## src/rtl/cpu_bus_pkg.sv

```systemverilog
// Shared encodings for the CPU-to-memory bus sequencer.
// Access sizes, FSM states and a byte-count helper.
package cpu_bus_pkg;

  localparam logic [1:0] SZ_1B  = 2'd0;
  localparam logic [1:0] SZ_2B  = 2'd1;
  localparam logic [1:0] SZ_4B  = 2'd2;
  localparam logic [1:0] SZ_BAD = 2'd3;

  typedef enum logic [2:0] {
    ST_IDLE,
    ST_SETUP,
    ST_STROBE,
    ST_DONE,
    ST_ERR
  } state_t;

  function automatic int size_bytes(input logic [1:0] sz);
    case (sz)
      SZ_1B:   return 1;
      SZ_2B:   return 2;
      SZ_4B:   return 4;
      default: return 0;
    endcase
  endfunction

endpackage

```

## src/rtl/cpu_bus_lane_map.sv

```systemverilog
// Maps one beat of a core access onto bus byte lanes.
// Gives byte enables, write-lane data and read bytes placed at core lanes.
module cpu_bus_lane_map
  import cpu_bus_pkg::*;
#(
  parameter int BUS_BYTES = 1
) (
  input  logic [1:0]             off,
  input  logic [1:0]             size,
  input  logic [1:0]             beat,
  input  logic [31:0]            wdata,
  input  logic [8*BUS_BYTES-1:0] bus_rdata,
  output logic [BUS_BYTES-1:0]   be,
  output logic [8*BUS_BYTES-1:0] bus_wdata,
  output logic [31:0]            core_rdata
);

  always_comb begin
    be         = '0;
    bus_wdata  = '0;
    core_rdata = '0;
    for (int j = 0; j < BUS_BYTES; j++) begin
      int idx;
      // core byte index carried by bus lane j in this beat
      idx = int'(beat) * BUS_BYTES + j - int'(off);
      if (idx >= 0 && idx < size_bytes(size)) begin
        be[j] = 1'b1;
        bus_wdata[8*j +: 8] = wdata[8*idx[1:0] +: 8];
        core_rdata[8*idx[1:0] +: 8] = bus_rdata[8*j +: 8];
      end
    end
  end

endmodule

```

## src/rtl/cpu_bus_seq.sv

```systemverilog
// Splits a 1/2/4-byte core access into aligned little-endian bus beats.
// Handles target wait states and aborts a beat on timeout.
module cpu_bus_seq
  import cpu_bus_pkg::*;
#(
  parameter int ADDR_W    = 32,
  parameter int BUS_BYTES = 1,
  parameter int TIMEOUT   = 255
) (
  input  logic                   i_clk,
  input  logic                   i_rst,
  input  logic                   i_req,
  input  logic                   i_we,
  input  logic [1:0]             i_size,
  input  logic [ADDR_W-1:0]      i_addr,
  input  logic [31:0]            i_wdata,
  output logic                   o_busy,
  output logic                   o_done,
  output logic                   o_err,
  output logic [31:0]            o_rdata,
  output logic                   o_bus_clk,
  output logic                   o_bus_we,
  output logic [ADDR_W-1:0]      o_bus_addr,
  output logic [BUS_BYTES-1:0]   o_bus_be,
  output logic [8*BUS_BYTES-1:0] o_bus_data,
  input  logic [8*BUS_BYTES-1:0] i_bus_data,
  input  logic                   i_bus_data_ready
);

  localparam int LOG = $clog2(BUS_BYTES);
  localparam int WW  = (TIMEOUT > 1) ? $clog2(TIMEOUT + 1) : 1;

  state_t state_q, state_d;

  logic              we_q;
  logic [1:0]        size_q;
  logic [ADDR_W-1:0] addr_q;
  logic [31:0]       wdata_q;
  logic [1:0]        beat_q;
  logic [WW-1:0]     wait_q;
  logic [31:0]       asm_q;
  logic [31:0]       rdata_q;

  logic [1:0]             off;
  logic [3:0]             span;
  logic [3:0]             nbeats;
  logic                   last;
  logic                   timeout_hit;
  logic                   drive;
  logic [ADDR_W-1:0]      beat_addr;
  logic [BUS_BYTES-1:0]   be;
  logic [8*BUS_BYTES-1:0] lane_wdata;
  logic [31:0]            lane_rdata;
  logic [31:0]            asm_nx;

  assign off    = addr_q[1:0] & 2'(BUS_BYTES - 1);
  assign span   = 4'(off) + 4'(size_bytes(size_q));
  assign nbeats = 4'((span + 4'(BUS_BYTES - 1)) >> LOG);
  assign last   = (4'(beat_q) + 4'd1) == nbeats;

  assign timeout_hit = (TIMEOUT != 0) &&
                       (wait_q == WW'(TIMEOUT - 1));

  // beat address wraps modulo 2^ADDR_W by construction
  assign beat_addr = (addr_q & ~ADDR_W'(BUS_BYTES - 1)) +
                     (ADDR_W'(beat_q) << LOG);

  cpu_bus_lane_map #(
    .BUS_BYTES(BUS_BYTES)
  ) u_lane_map (
    .off       (off),
    .size      (size_q),
    .beat      (beat_q),
    .wdata     (wdata_q),
    .bus_rdata (i_bus_data),
    .be        (be),
    .bus_wdata (lane_wdata),
    .core_rdata(lane_rdata)
  );

  assign asm_nx = asm_q | lane_rdata;

  always_comb begin
    state_d = state_q;
    unique case (state_q)
      ST_IDLE:
        if (i_req)
          state_d = (i_size == SZ_BAD) ? ST_ERR : ST_SETUP;
      ST_SETUP:
        state_d = ST_STROBE;
      ST_STROBE:
        if (i_bus_data_ready)
          state_d = last ? ST_DONE : ST_SETUP;
        else if (timeout_hit)
          state_d = ST_ERR;
      default:
        state_d = ST_IDLE;
    endcase
  end

  always_ff @(posedge i_clk or negedge i_rst) begin
    if (!i_rst) begin
      state_q <= ST_IDLE;
      we_q    <= 1'b0;
      size_q  <= '0;
      addr_q  <= '0;
      wdata_q <= '0;
      beat_q  <= '0;
      wait_q  <= '0;
      asm_q   <= '0;
      rdata_q <= '0;
    end else begin
      state_q <= state_d;
      unique case (state_q)
        ST_IDLE:
          if (i_req) begin
            we_q    <= i_we;
            size_q  <= i_size;
            addr_q  <= i_addr;
            wdata_q <= i_wdata;
            beat_q  <= '0;
            asm_q   <= '0;
          end
        ST_SETUP:
          wait_q <= '0;
        ST_STROBE:
          if (i_bus_data_ready) begin
            beat_q <= beat_q + 2'd1;
            asm_q  <= asm_nx;
            if (last && !we_q)
              rdata_q <= asm_nx;
          end else if (TIMEOUT != 0) begin
            wait_q <= wait_q + 1'b1;
          end
        default: ;
      endcase
    end
  end

  assign drive      = (state_q == ST_SETUP) ||
                      (state_q == ST_STROBE);
  assign o_busy     = state_q != ST_IDLE;
  assign o_done     = (state_q == ST_DONE) ||
                      (state_q == ST_ERR);
  assign o_err      = state_q == ST_ERR;
  assign o_rdata    = rdata_q;
  assign o_bus_clk  = state_q == ST_STROBE;
  assign o_bus_we   = drive && we_q;
  assign o_bus_addr = drive ? beat_addr : '0;
  assign o_bus_be   = drive ? be : '0;
  assign o_bus_data = (drive && we_q) ? lane_wdata : '0;

endmodule

```

## config.mk

```make
export PLATFORM = sky130hd
export DESIGN_NAME = cpu_bus_seq
export DESIGN_NICKNAME = d
export VERILOG_FILES = /design/src/rtl/cpu_bus_pkg.sv /design/src/rtl/cpu_bus_lane_map.sv /design/src/rtl/cpu_bus_seq.sv
export SDC_FILE = /design/constraint.sdc
export NUM_CORES = 1
export LEC_CHECK = 0
export CORE_MARGIN = 2
export CORE_UTILIZATION = 51
export CTS_CLUSTER_DIAMETER = 200
export DETAILED_ROUTE_END_ITERATION = 7
export PLACE_DENSITY = 0.8
export SLEW_MARGIN = 10
export SYNTH_ARGS = -nofsm -noshare
export SYNTH_HDL_FRONTEND = slang
export SYNTH_HIERARCHICAL = 1
export SYNTH_SLANG_ARGS = --single-unit
```

## constraint.sdc

```tcl
create_clock -name i_clk -period 3.45 [get_ports i_clk]
set_input_delay 1.035 -clock i_clk [delete_from_list [all_inputs] [get_ports i_clk]]
set_output_delay 1.035 -clock i_clk [all_outputs]
set_load 0.02 [all_outputs]
```

---- Word level (Yosys, flattened, before mapping) ----
Index checks and enable logic that the tools add are counted.
operators by class
  add/sub/neg operators ................... 5
  $lt $le $gt $ge ......................... 2
  eq/ne operators ......................... 13
  shift-type cells ........................ 3
  multiplexer cells ....................... 21
  bitwise operators ....................... 2
  reduce and logical (&&, ||, !) cells .... 16
operators by type and width
  cell                     count
  $mux 32                  4
  $pmux 32 s2              1
  $neg 5->34               1
  $shift 8x34->32 const A  1
  $shiftx 8x34->32         1
  $add 32x2->32            1
  $and 32x32->32           1
  $or 32x32->32            1
  $shiftx 32x6->8          1
  $mux 8                   3
  $pmux 3 s3               2
  $pmux 8 s2               1
  $mux 3                   4
  $add 8x1->8 const B      1
  $eq 8x8->1 const B       1
  $eq 3x2->1 const B       2
  $mux 2                   3
  $reduce_and 2->1         3
  $reduce_and 3->1         2
  $eq 2x2->1 const B       2
  $eq 3x4->1               1
  $ne 2x2->1 const B       2
  $pmux 2 s2               1
  $reduce_bool 2->1        2
  other kinds (16)         20
storage, ports and cells
  flip-flop bits (word level) ............. 144
  input port bits ......................... 79
  output and inout port bits .............. 78

---- Longest topological paths before layout ----
Gate-level depths: netlist (run 1).
  depth in word-level cells ............... 8
  depth in mapped cells ................... 11
  gate-level depth less buffers ........... 10

---- Modules after synthesis ----
Netlist (run 1), hierarchy kept.
by module, submodules not included
  module            instances  cells an instance  area an instance (um^2)
  cpu_bus_seq       1          610                6636.4
  cpu_bus_lane_map  1          83                 721.9

---- Worst setup path before layout (run 1) ----
Ideal clock, no wire load.
  path kind ............................... flip-flop to output port
  start point ............................. reg beat_q[0]
  end point ............................... out o_bus_addr[18]
  data arrival time ....................... 2.137 ns
  data required time ...................... 2.415 ns
  setup slack ............................. 0.278 ns
  cell stages (with the launch flop) ...... 8
  path through ............................ dfrtp_1 ha_1 fa_1 nand4_1 nor4_1 nand3_1 xor2_1 nor2_1
on the way
  word-level cells in the longest chain between the ends .. 2
ends and longest elaborated chain
  item                      line                text
  start: declaration        cpu_bus_seq.sv:39   logic [1:0] beat_q;
  start signal: assignment  cpu_bus_seq.sv:128  beat_q <= beat_q + 2'd1;
  $add 32x2->32             cpu_bus_seq.sv:65   assign beat_addr = (addr_q & ~ADDR_W'(BUS_BYTES - 1)) +
  $mux 32                   cpu_bus_seq.sv:149  assign o_bus_addr = drive ? beat_addr : '0;
  end: declaration          cpu_bus_seq.sv:23   output logic [ADDR_W-1:0] o_bus_addr,
Every way passes these cells.

---- Worst setup path after layout (run 1) ----
  start point ............................. reg beat_q[1]
  end point ............................... out o_bus_data[4]
on the way
  word-level cells in the longest chain between the ends .. 4
  elaborated cells between the ends (all ways) .. 6
  those cells by class .................... order compare: 2; shift: 1; mux: 2; reduce/logical: 1
ends and longest elaborated chain
  item                                                     line                    text
  branches (longest 2 deep; another with $shiftx 32x6->8)  n/a
  $mux 8 *                                                 cpu_bus_lane_map.sv:26  if (idx >= 0 && idx < size_bytes(size)) begin
  named net lane_wdata[4]                                  cpu_bus_seq.sv:52       logic [8*BUS_BYTES-1:0] lane_wdata;
  $mux 8 *                                                 cpu_bus_seq.sv:151      assign o_bus_data = (drive && we_q) ? lane_wdata : '0;
  end: declaration                                         cpu_bus_seq.sv:25       output logic [8*BUS_BYTES-1:0] o_bus_data,
Mark *: on every way through the listed nets, which the timed path passes.

==> flow_metrics.env, run 1 <==
export IMPL_cts_hold_buf=0
export IMPL_status="finished, violations left"
export IMPL_count_of_buffering_cells_on_the_critical_path_with_inverters_included=3
export IMPL_cpMaxStageDelayCell="sky130_fd_sc_hd__fa_1"
export IMPL_routed_wirelength_um=18010
export IMPL_regToRegEndpoint="o_rdata[25]"
export IMPL_worstReg2RegStart="beat_q[1]"
export IMPL_switchingPower_mw=3.683
export IMPL_initial_antenna_violation_count=0
export IMPL_met1Wirelength_um=7583
export IMPL_vias_per_cell=5.448
export IMPL_setup_violations_final=5
export IMPL_pin_count=157
export IMPL_required_time_at_the_endpoint_of_the_critical_path_ns=2.41
export IMPL_overflow=0
export IMPL_cp_max_fo=6
export IMPL_gp_congestion=0.8627
export IMPL_synthDistinctLibCells=53
export IMPL_timing_hold_violations_final=0
export IMPL_timing_critical_path_cells="fa_1, ha_4, nor3b_4, o31ai_4, buf_6, buf_6, nor2b_4, and3_1, buf_6"
export IMPL_synth_top_area_cell="sky130_fd_sc_hd__dfrtp_1"
export IMPL_ys_async_sr_fraction=1.000
export IMPL_setup_worst_path_class="reg -> out"
export IMPL_dr_wl_met2_um=9040
export IMPL_power_frac_clock=0.190
export IMPL_slew_limit_headroom=0.5025
export IMPL_placementRows=43
export IMPL_final_net_count=966
export IMPL_antenna_diode_count=0
export IMPL_clkSinkCount=144
export IMPL_synth_adder_area_share=0.01904
export IMPL_port_buffers=156
export IMPL_drt_initial_drc_count=380
export IMPL_layout_filler_cells=1005
export IMPL_worstPathArrival_ns=2.53
export IMPL_mappedNetlistArea_um2=7358
export IMPL_crit_path_frequent_cell="sky130_fd_sc_hd__buf_6"
export IMPL_placement_cell_area_um2=9253
export IMPL_irDropWorstVdd_uv=679.6
export IMPL_gr_usage_all_layers=0.2419
export IMPL_final_cell_count_no_fill=1069
export IMPL_finalSetupTns_ns=-0.2575
export IMPL_kind_of_end_point_of_the_critical_path="primary output"
export IMPL_final_min_period_over_clock_period=1.034
export IMPL_critPathLaunch="beat_q[1]"
export IMPL_first_pass_grt_wire_length_um=28700
export IMPL_path_clk_slew_ns=0.06
export IMPL_synth_enable_flop_cells=0
export IMPL_power_frac_comb=0.503
export IMPL_powerDensity_nw_per_um2=928.0
export IMPL_layout_commonest_cell="sky130_fd_sc_hd__dfrtp_1"
export IMPL_synth_area_mux_share=0.1695
export IMPL_place_ws_ns=-0.1482
export IMPL_met3_length_um=991
export IMPL_via_count_of_the_first_global_routing_pass=5838
export IMPL_h_tree_depth=4
export IMPL_highest_signal_layer="met4"
export IMPL_total_leakage_power_nw=4.538
export IMPL_cts_buffers=17
export IMPL_yosys_area_share_xor_xnor=0.03333
export IMPL_internal_power_mw=5.570
export IMPL_worstHoldPathType="reg -> reg"
export IMPL_worst_slew_pin_transition_ns=0.7463
export IMPL_grt_setup_unrepaired="yes"
export IMPL_die_height_um=124.1
export IMPL_route_vias_total=5824
export IMPL_layout_cells_most_common_list="141 x sky130_fd_sc_hd__dfrtp_1, 116 x sky130_fd_sc_hd__clkdlybuf4s50_1, 98 x sky130_fd_sc_hd__nor2_1, 66 x sky130_fd_sc_hd__mux2_2, 45 x sky130_fd_sc_hd__buf_4"
export IMPL_ys_flop_type="sky130_fd_sc_hd__dfrtp_1"
export IMPL_die_area_um2=15400
export IMPL_final_design_area_no_fill_um2=9972
export IMPL_synth_warning_count=6
export IMPL_floorplan_initialDensity=0.5260
export IMPL_place_detailed_instances=1028
export IMPL_clock_skew_final_ns=0.01121
export IMPL_avgRoutedWirePerCell_um=16.84
export IMPL_place_hpwl_um=12620
export IMPL_clock_insertion_delay_worst_skew_ns=0.41
export IMPL_fin_ws_ns=-0.1174
export IMPL_synth_area_top_cells="sky130_fd_sc_hd__dfrtp_1 49%, sky130_fd_sc_hd__mux2_2 10%, sky130_fd_sc_hd__nor2_1 5.2%, sky130_fd_sc_hd__mux2i_1 4.4%, sky130_fd_sc_hd__a21oi_1 3.0%"
export IMPL_hold_path_startpoint="asm_q[29]"
export IMPL_critical_path_top_delay_family="adder cells"
export IMPL_floorplan_die_width_um=124.1
export IMPL_synth_simple_gate_area_share=0.1833
export IMPL_avgSynthCellArea_um2=10.62
export IMPL_synth_sequential_area_ratio=0.4897
export IMPL_antenna_violating_nets_post_route=0
export IMPL_r2r_worst_path_cells=7
export IMPL_clockBufferDepth=2
export IMPL_cts_root_buffer="sky130_fd_sc_hd__clkbuf_16"
export IMPL_violations="setup timing"
export IMPL_area_growth_synth_to_final_pct=35.52
export IMPL_layout_min_cycle_time_ns=3.567
export IMPL_layout_drive_gt1_share=0.2418
export IMPL_maxClockFrequency_mhz=280.3
export IMPL_seqPwrFrac=0.307
export IMPL_synth_top_cell_area_share=0.4897
export IMPL_multi_input_comb_area_um2=3520
export IMPL_timing_critical_path_slowest_cell_delay_ns=0.53
export IMPL_drt_pre_antenna_iters=5
export IMPL_synth_compound_area_share=0.05577
export IMPL_timing_hold_worst_endpoint="asm_q[29]"
export IMPL_fp_coreArea_um2=13990
export IMPL_sw_frac_of_total=0.3980
export IMPL_drc=0
export IMPL_whs_path_depth=2
export IMPL_startpoint_type="flip-flop"
export IMPL_grt_start_max_net_pins=69
export IMPL_tritoncts_clock_tree="done"
export IMPL_dominant_combinational_cell_family_by_area_after_synthesis="simple AND/OR/NAND/NOR gates"
export IMPL_finalMaxSlewViolations=0
export IMPL_ff_latch_area_um2=3607
export IMPL_max_cap_violations=0
export IMPL_synth_ff_latch_count=144
export IMPL_synth_cells=693
export IMPL_timing_reg2reg_setup_slack_ns=0.64
[registers in the layout (all words and copies together), names as in the netlist]
register	cells
addr_q	32
asm_q	32
beat_q	2
o_rdata	32
size_q	2
state_q	3
wait_q	8
wdata_q	32
we_q	1
[synthesized netlist by cell type (8+ instances only)]
master,instances
sky130_fd_sc_hd__nor4bb_1,14
sky130_fd_sc_hd__dfrtp_1,144
sky130_fd_sc_hd__ha_1,8
sky130_fd_sc_hd__clkbuf_1,11
sky130_fd_sc_hd__a21oi_1,44
sky130_fd_sc_hd__buf_2,17
sky130_fd_sc_hd__or3_1,9
sky130_fd_sc_hd__nand4_1,12
sky130_fd_sc_hd__inv_1,42
sky130_fd_sc_hd__nor3_1,20
sky130_fd_sc_hd__nand3_1,13
sky130_fd_sc_hd__xor2_1,19
sky130_fd_sc_hd__mux2i_1,32
sky130_fd_sc_hd__nor2b_1,12
sky130_fd_sc_hd__nand2_1,32
sky130_fd_sc_hd__nor2_1,101
sky130_fd_sc_hd__mux2_2,66
sky130_fd_sc_hd__o21ai_0,12
sky130_fd_sc_hd__xnor2_1,9
sky130_fd_sc_hd__and3_1,14
[worst register-to-register path, delay by kind of cell, from the launching register on]
family	cells	cell delay, ns
adders and majority gates	2	1.32
muxes	1	0.16
DFF	1	0.41
and+or+nand+nor	3	0.60
buffers and inverters	1	0.23
[cell families after synthesis]
family	count (synthesis)
fa+ha+maj	10
flops	144
other cells	1
xor+xnor	28
mux	106
simple gates	255
compound gates	70
buf+inv	79
[layout make-up]
cell class / instances / area share
Inverter: 42 / 0.01581
Clock inverter: 10 / 0.01054
Timing Repair Buffer: 201 / 0.1902
Tap cell: 180 / 0.02258
Multi-Input combinational cell: 471 / 0.3529
Sequential cell: 144 / 0.3617
Clock buffer: 21 / 0.04617
[stage by stage]
stage          hold slack (ns)  power (mW)  utilization
2_1_floorplan           0.4635       5.605            -
3_3_place_gp            0.4770       7.206       0.6614
3_5_place_dp            0.4833       7.363       0.6614
4_1_cts                 0.4994       9.193       0.7072
5_1_grt                 0.5132       9.779       0.7129
6_report                0.4934       9.254       0.7129
[layer usage]
layer | vias to the layer above | global-route usage
li1 | 2757 | -
met1 | 2846 | 0.3136
met2 | 185 | 0.3952
met3 | 36 | 0.05266
met4 | 0 | 0.09902
met5 | - | 0
[how the worst max path moves through the flow]
stage	end	slack [ns]	cells after the start
after detailed placement	o_bus_data[3]	-0.15	7
final	o_bus_data[4]	-0.12	9
after global placement	o_bus_data[6]	-0.04	7
after global routing	o_bus_data[4]	-0.18	9
after CTS	o_bus_data[4]	-0.11	9
after floorplan	o_bus_addr[18]	0.28	7
[what timing repair did]
action                                  4_1_cts  5_1_grt
pin swaps                                    11       11
buffers inserted                              8        2
resized for setup                           130       55
endpoints found under the setup margin       38       29
[power groups by stage]
stage | combinational (mW) | clock (mW) | sequential [mW]
finish | 4.66 | 1.75 | 2.84
global route | 5.00 | 1.85 | 2.93
detailed placement | 4.50 | 0 | 2.86
floorplan | 2.64 | 0 | 2.97
global placement | 4.41 | 0 | 2.80
CTS | 4.59 | 1.78 | 2.83
Note: power is estimated with default switching activity, not from simulation.
==> run 2, diff against run 1 <==
--- a/config.mk
+++ b/config.mk
@@ -10,6 +10,7 @@
 export CTS_CLUSTER_DIAMETER = 200
 export DETAILED_ROUTE_END_ITERATION = 7
 export PLACE_DENSITY = 0.8
+export SETUP_SLACK_MARGIN = 0.3
 export SLEW_MARGIN = 10
 export SYNTH_ARGS = -nofsm -noshare
 export SYNTH_HDL_FRONTEND = slang
==> run 2 against run 1 <==
- critical path depth is the same
- power grew 4.6%
- largest cell class is now multi-input combinational cells
- cell count increased by 0.94%
- non-clock buffer count up 8
- core utilization is 2.0 points higher
- clock skew is 0.00085 ns lower
- the run still ends with setup timing left
- flip-flop and latch count did not move
- maximum frequency grew 0.45%
==> flow_metrics.env, run 2 (synthesized netlist as in run 1, its figures left out) <==
export IMPL_clock_insertion_delay_worst_skew_ns=0.42
export IMPL_ff_latch_area_um2=3611
export IMPL_area_growth_synth_to_final_pct=39.30
export IMPL_multi_input_comb_area_um2=3697
export IMPL_critPathLaunch="beat_q[1]"
export IMPL_placementRows=43
export IMPL_crit_path_frequent_cell="sky130_fd_sc_hd__buf_6"
export IMPL_h_tree_depth=4
export IMPL_port_buffers=156
export IMPL_drc=0
export IMPL_overflow=0
export IMPL_hold_path_startpoint="asm_q[29]"
export IMPL_initial_antenna_violation_count=0
export IMPL_cpMaxStageDelayCell="sky130_fd_sc_hd__fa_1"
export IMPL_worst_slew_pin_transition_ns=0.7914
export IMPL_avgRoutedWirePerCell_um=18.12
export IMPL_final_design_area_no_fill_um2=10250
export IMPL_gp_congestion=0.8824
export IMPL_powerDensity_nw_per_um2=944.4
export IMPL_final_net_count=975
export IMPL_irDropWorstVdd_uv=575.4
export IMPL_timing_critical_path_cells="fa_1, ha_4, nor3b_4, buf_4, o31ai_4, buf_6, nor2b_1, and3_1, buf_6"
export IMPL_routed_wirelength_um=19560
export IMPL_slew_limit_headroom=0.4724
export IMPL_via_count_of_the_first_global_routing_pass=6222
export IMPL_vias_per_cell=5.629
export IMPL_layout_min_cycle_time_ns=3.551
export IMPL_kind_of_end_point_of_the_critical_path="primary output"
export IMPL_die_height_um=124.1
export IMPL_setup_violations_final=5
export IMPL_timing_critical_path_slowest_cell_delay_ns=0.50
export IMPL_drt_initial_drc_count=496
export IMPL_clkSinkCount=144
export IMPL_layout_cells_most_common_list="138 x sky130_fd_sc_hd__dfrtp_1, 111 x sky130_fd_sc_hd__clkdlybuf4s50_1, 97 x sky130_fd_sc_hd__nor2_1, 66 x sky130_fd_sc_hd__mux2_2, 66 x sky130_fd_sc_hd__buf_4"
export IMPL_layout_commonest_cell="sky130_fd_sc_hd__dfrtp_1"
export IMPL_final_cell_count_no_fill=1079
export IMPL_pin_count=157
export IMPL_placement_cell_area_um2=9274
export IMPL_first_pass_grt_wire_length_um=30880
export IMPL_worstReg2RegStart="beat_q[1]"
export IMPL_cts_root_buffer="sky130_fd_sc_hd__clkbuf_16"
export IMPL_final_core_utilization=0.7327
export IMPL_route_vias_total=6074
export IMPL_grt_setup_unrepaired="yes"
export IMPL_floorplan_die_width_um=124.1
export IMPL_total_leakage_power_nw=4.668
export IMPL_cp_max_fo=3
export IMPL_path_clk_slew_ns=0.06
export IMPL_place_detailed_instances=1030
export IMPL_violations="setup timing"
export IMPL_critical_path_top_delay_family="adder cells"
export IMPL_layout_drive_gt1_share=0.2948
export IMPL_status="finished, violations left"
export IMPL_timing_hold_violations_final=0
export IMPL_cts_buffers=17
export IMPL_antenna_diode_count=0
export IMPL_grt_start_max_net_pins=79
export IMPL_required_time_at_the_endpoint_of_the_critical_path_ns=2.41
export IMPL_fin_ws_ns=-0.1014
export IMPL_finalMaxSlewViolations=0
export IMPL_floorplan_initialDensity=0.5260
export IMPL_drt_pre_antenna_iters=8
export IMPL_max_cap_violations=0
export IMPL_clockBufferDepth=2
export IMPL_setup_worst_path_class="reg -> out"
export IMPL_antenna_violating_nets_post_route=0
export IMPL_worstPathArrival_ns=2.52
export IMPL_tritoncts_clock_tree="done"
export IMPL_count_of_buffering_cells_on_the_critical_path_with_inverters_included=3
export IMPL_finalSetupTns_ns=-0.4527
export IMPL_fp_coreArea_um2=13990
export IMPL_final_min_period_over_clock_period=1.029
export IMPL_maxClockFrequency_mhz=281.6
export IMPL_worstHoldPathType="reg -> reg"
export IMPL_die_area_um2=15400
export IMPL_layout_filler_cells=930
export IMPL_place_hpwl_um=12810
export IMPL_startpoint_type="flip-flop"
export IMPL_gr_usage_all_layers=0.2609
export IMPL_clock_skew_final_ns=0.01036
-- run 2: final cells by class --
type	instances	share of cell area
inverters	42	0.01538
multi-input cells	472	0.3607
well taps	180	0.02197
repair buffers	209	0.1927
clock inverters	14	0.01404
flip-flops and latches	144	0.3523
clock buffers	18	0.04285
-- run 2: power breakdown --
part	internal [mW]	leakage (nW)	total [mW]	switching, mW
clock network	1.04	0.287	1.82	0.780
registers	2.33	1.80	2.87	0.536
logic	2.35	2.58	4.99	2.64
total	5.72	4.67	9.68	3.96
-- run 2: worst min-delay path, delay by kind of cell (launching register included) --
kind | cells | cell delay [ns]
AO/OA/AOI/OAI | 1 | 0.04
flip-flops | 1 | 0.34
AND/OR/NAND/NOR | 1 | 0.07
-- run 2: worst paths after layout --
kind / to / slack (ns) / cells past startpoint
setup / recovery: o_bus_data[1] / -0.10 / 9
hold reg to reg: asm_q[29] / 0.50 / 2
min in group asynchronous: addr_q[28] / 0.65 / 1
hold / removal: asm_q[29] / 0.50 / 2
max in group asynchronous: o_rdata[25] / 1.99 / 2
setup reg to reg: asm_q[19] / 0.60 / 10
-- run 2: per-stage QoR --
step	hold slack (ns)	power [mW]	setup slack [ns]
6_report	0.4954	9.680	-0.1014
2_1_floorplan	0.4635	5.607	0.3398
3_3_place_gp	0.4774	7.237	-0.04697
3_5_place_dp	0.4832	7.409	-0.1369
4_1_cts	0.4981	9.455	-0.09378
5_1_grt	0.5192	10.21	-0.1940
-- run 2: timing repair --
item                       in CTS  in global routing
hold buffers                    0                  0
resized for setup             237                 47
setup buffers                   8                  8
pin swaps                      30                 24
gates cloned                    1                  0
setup endpoints to repair      42                 42
hold endpoints to repair        0                  0
-- run 2: per-layer routing --
metal,up-vias,track usage,wire [um]
met2,239,0.4402,10060
met1,3003,0.3281,7785
met3,53,0.05907,1187
met4,0,0.09761,525
met5,-,0,0
li1,2779,-,-
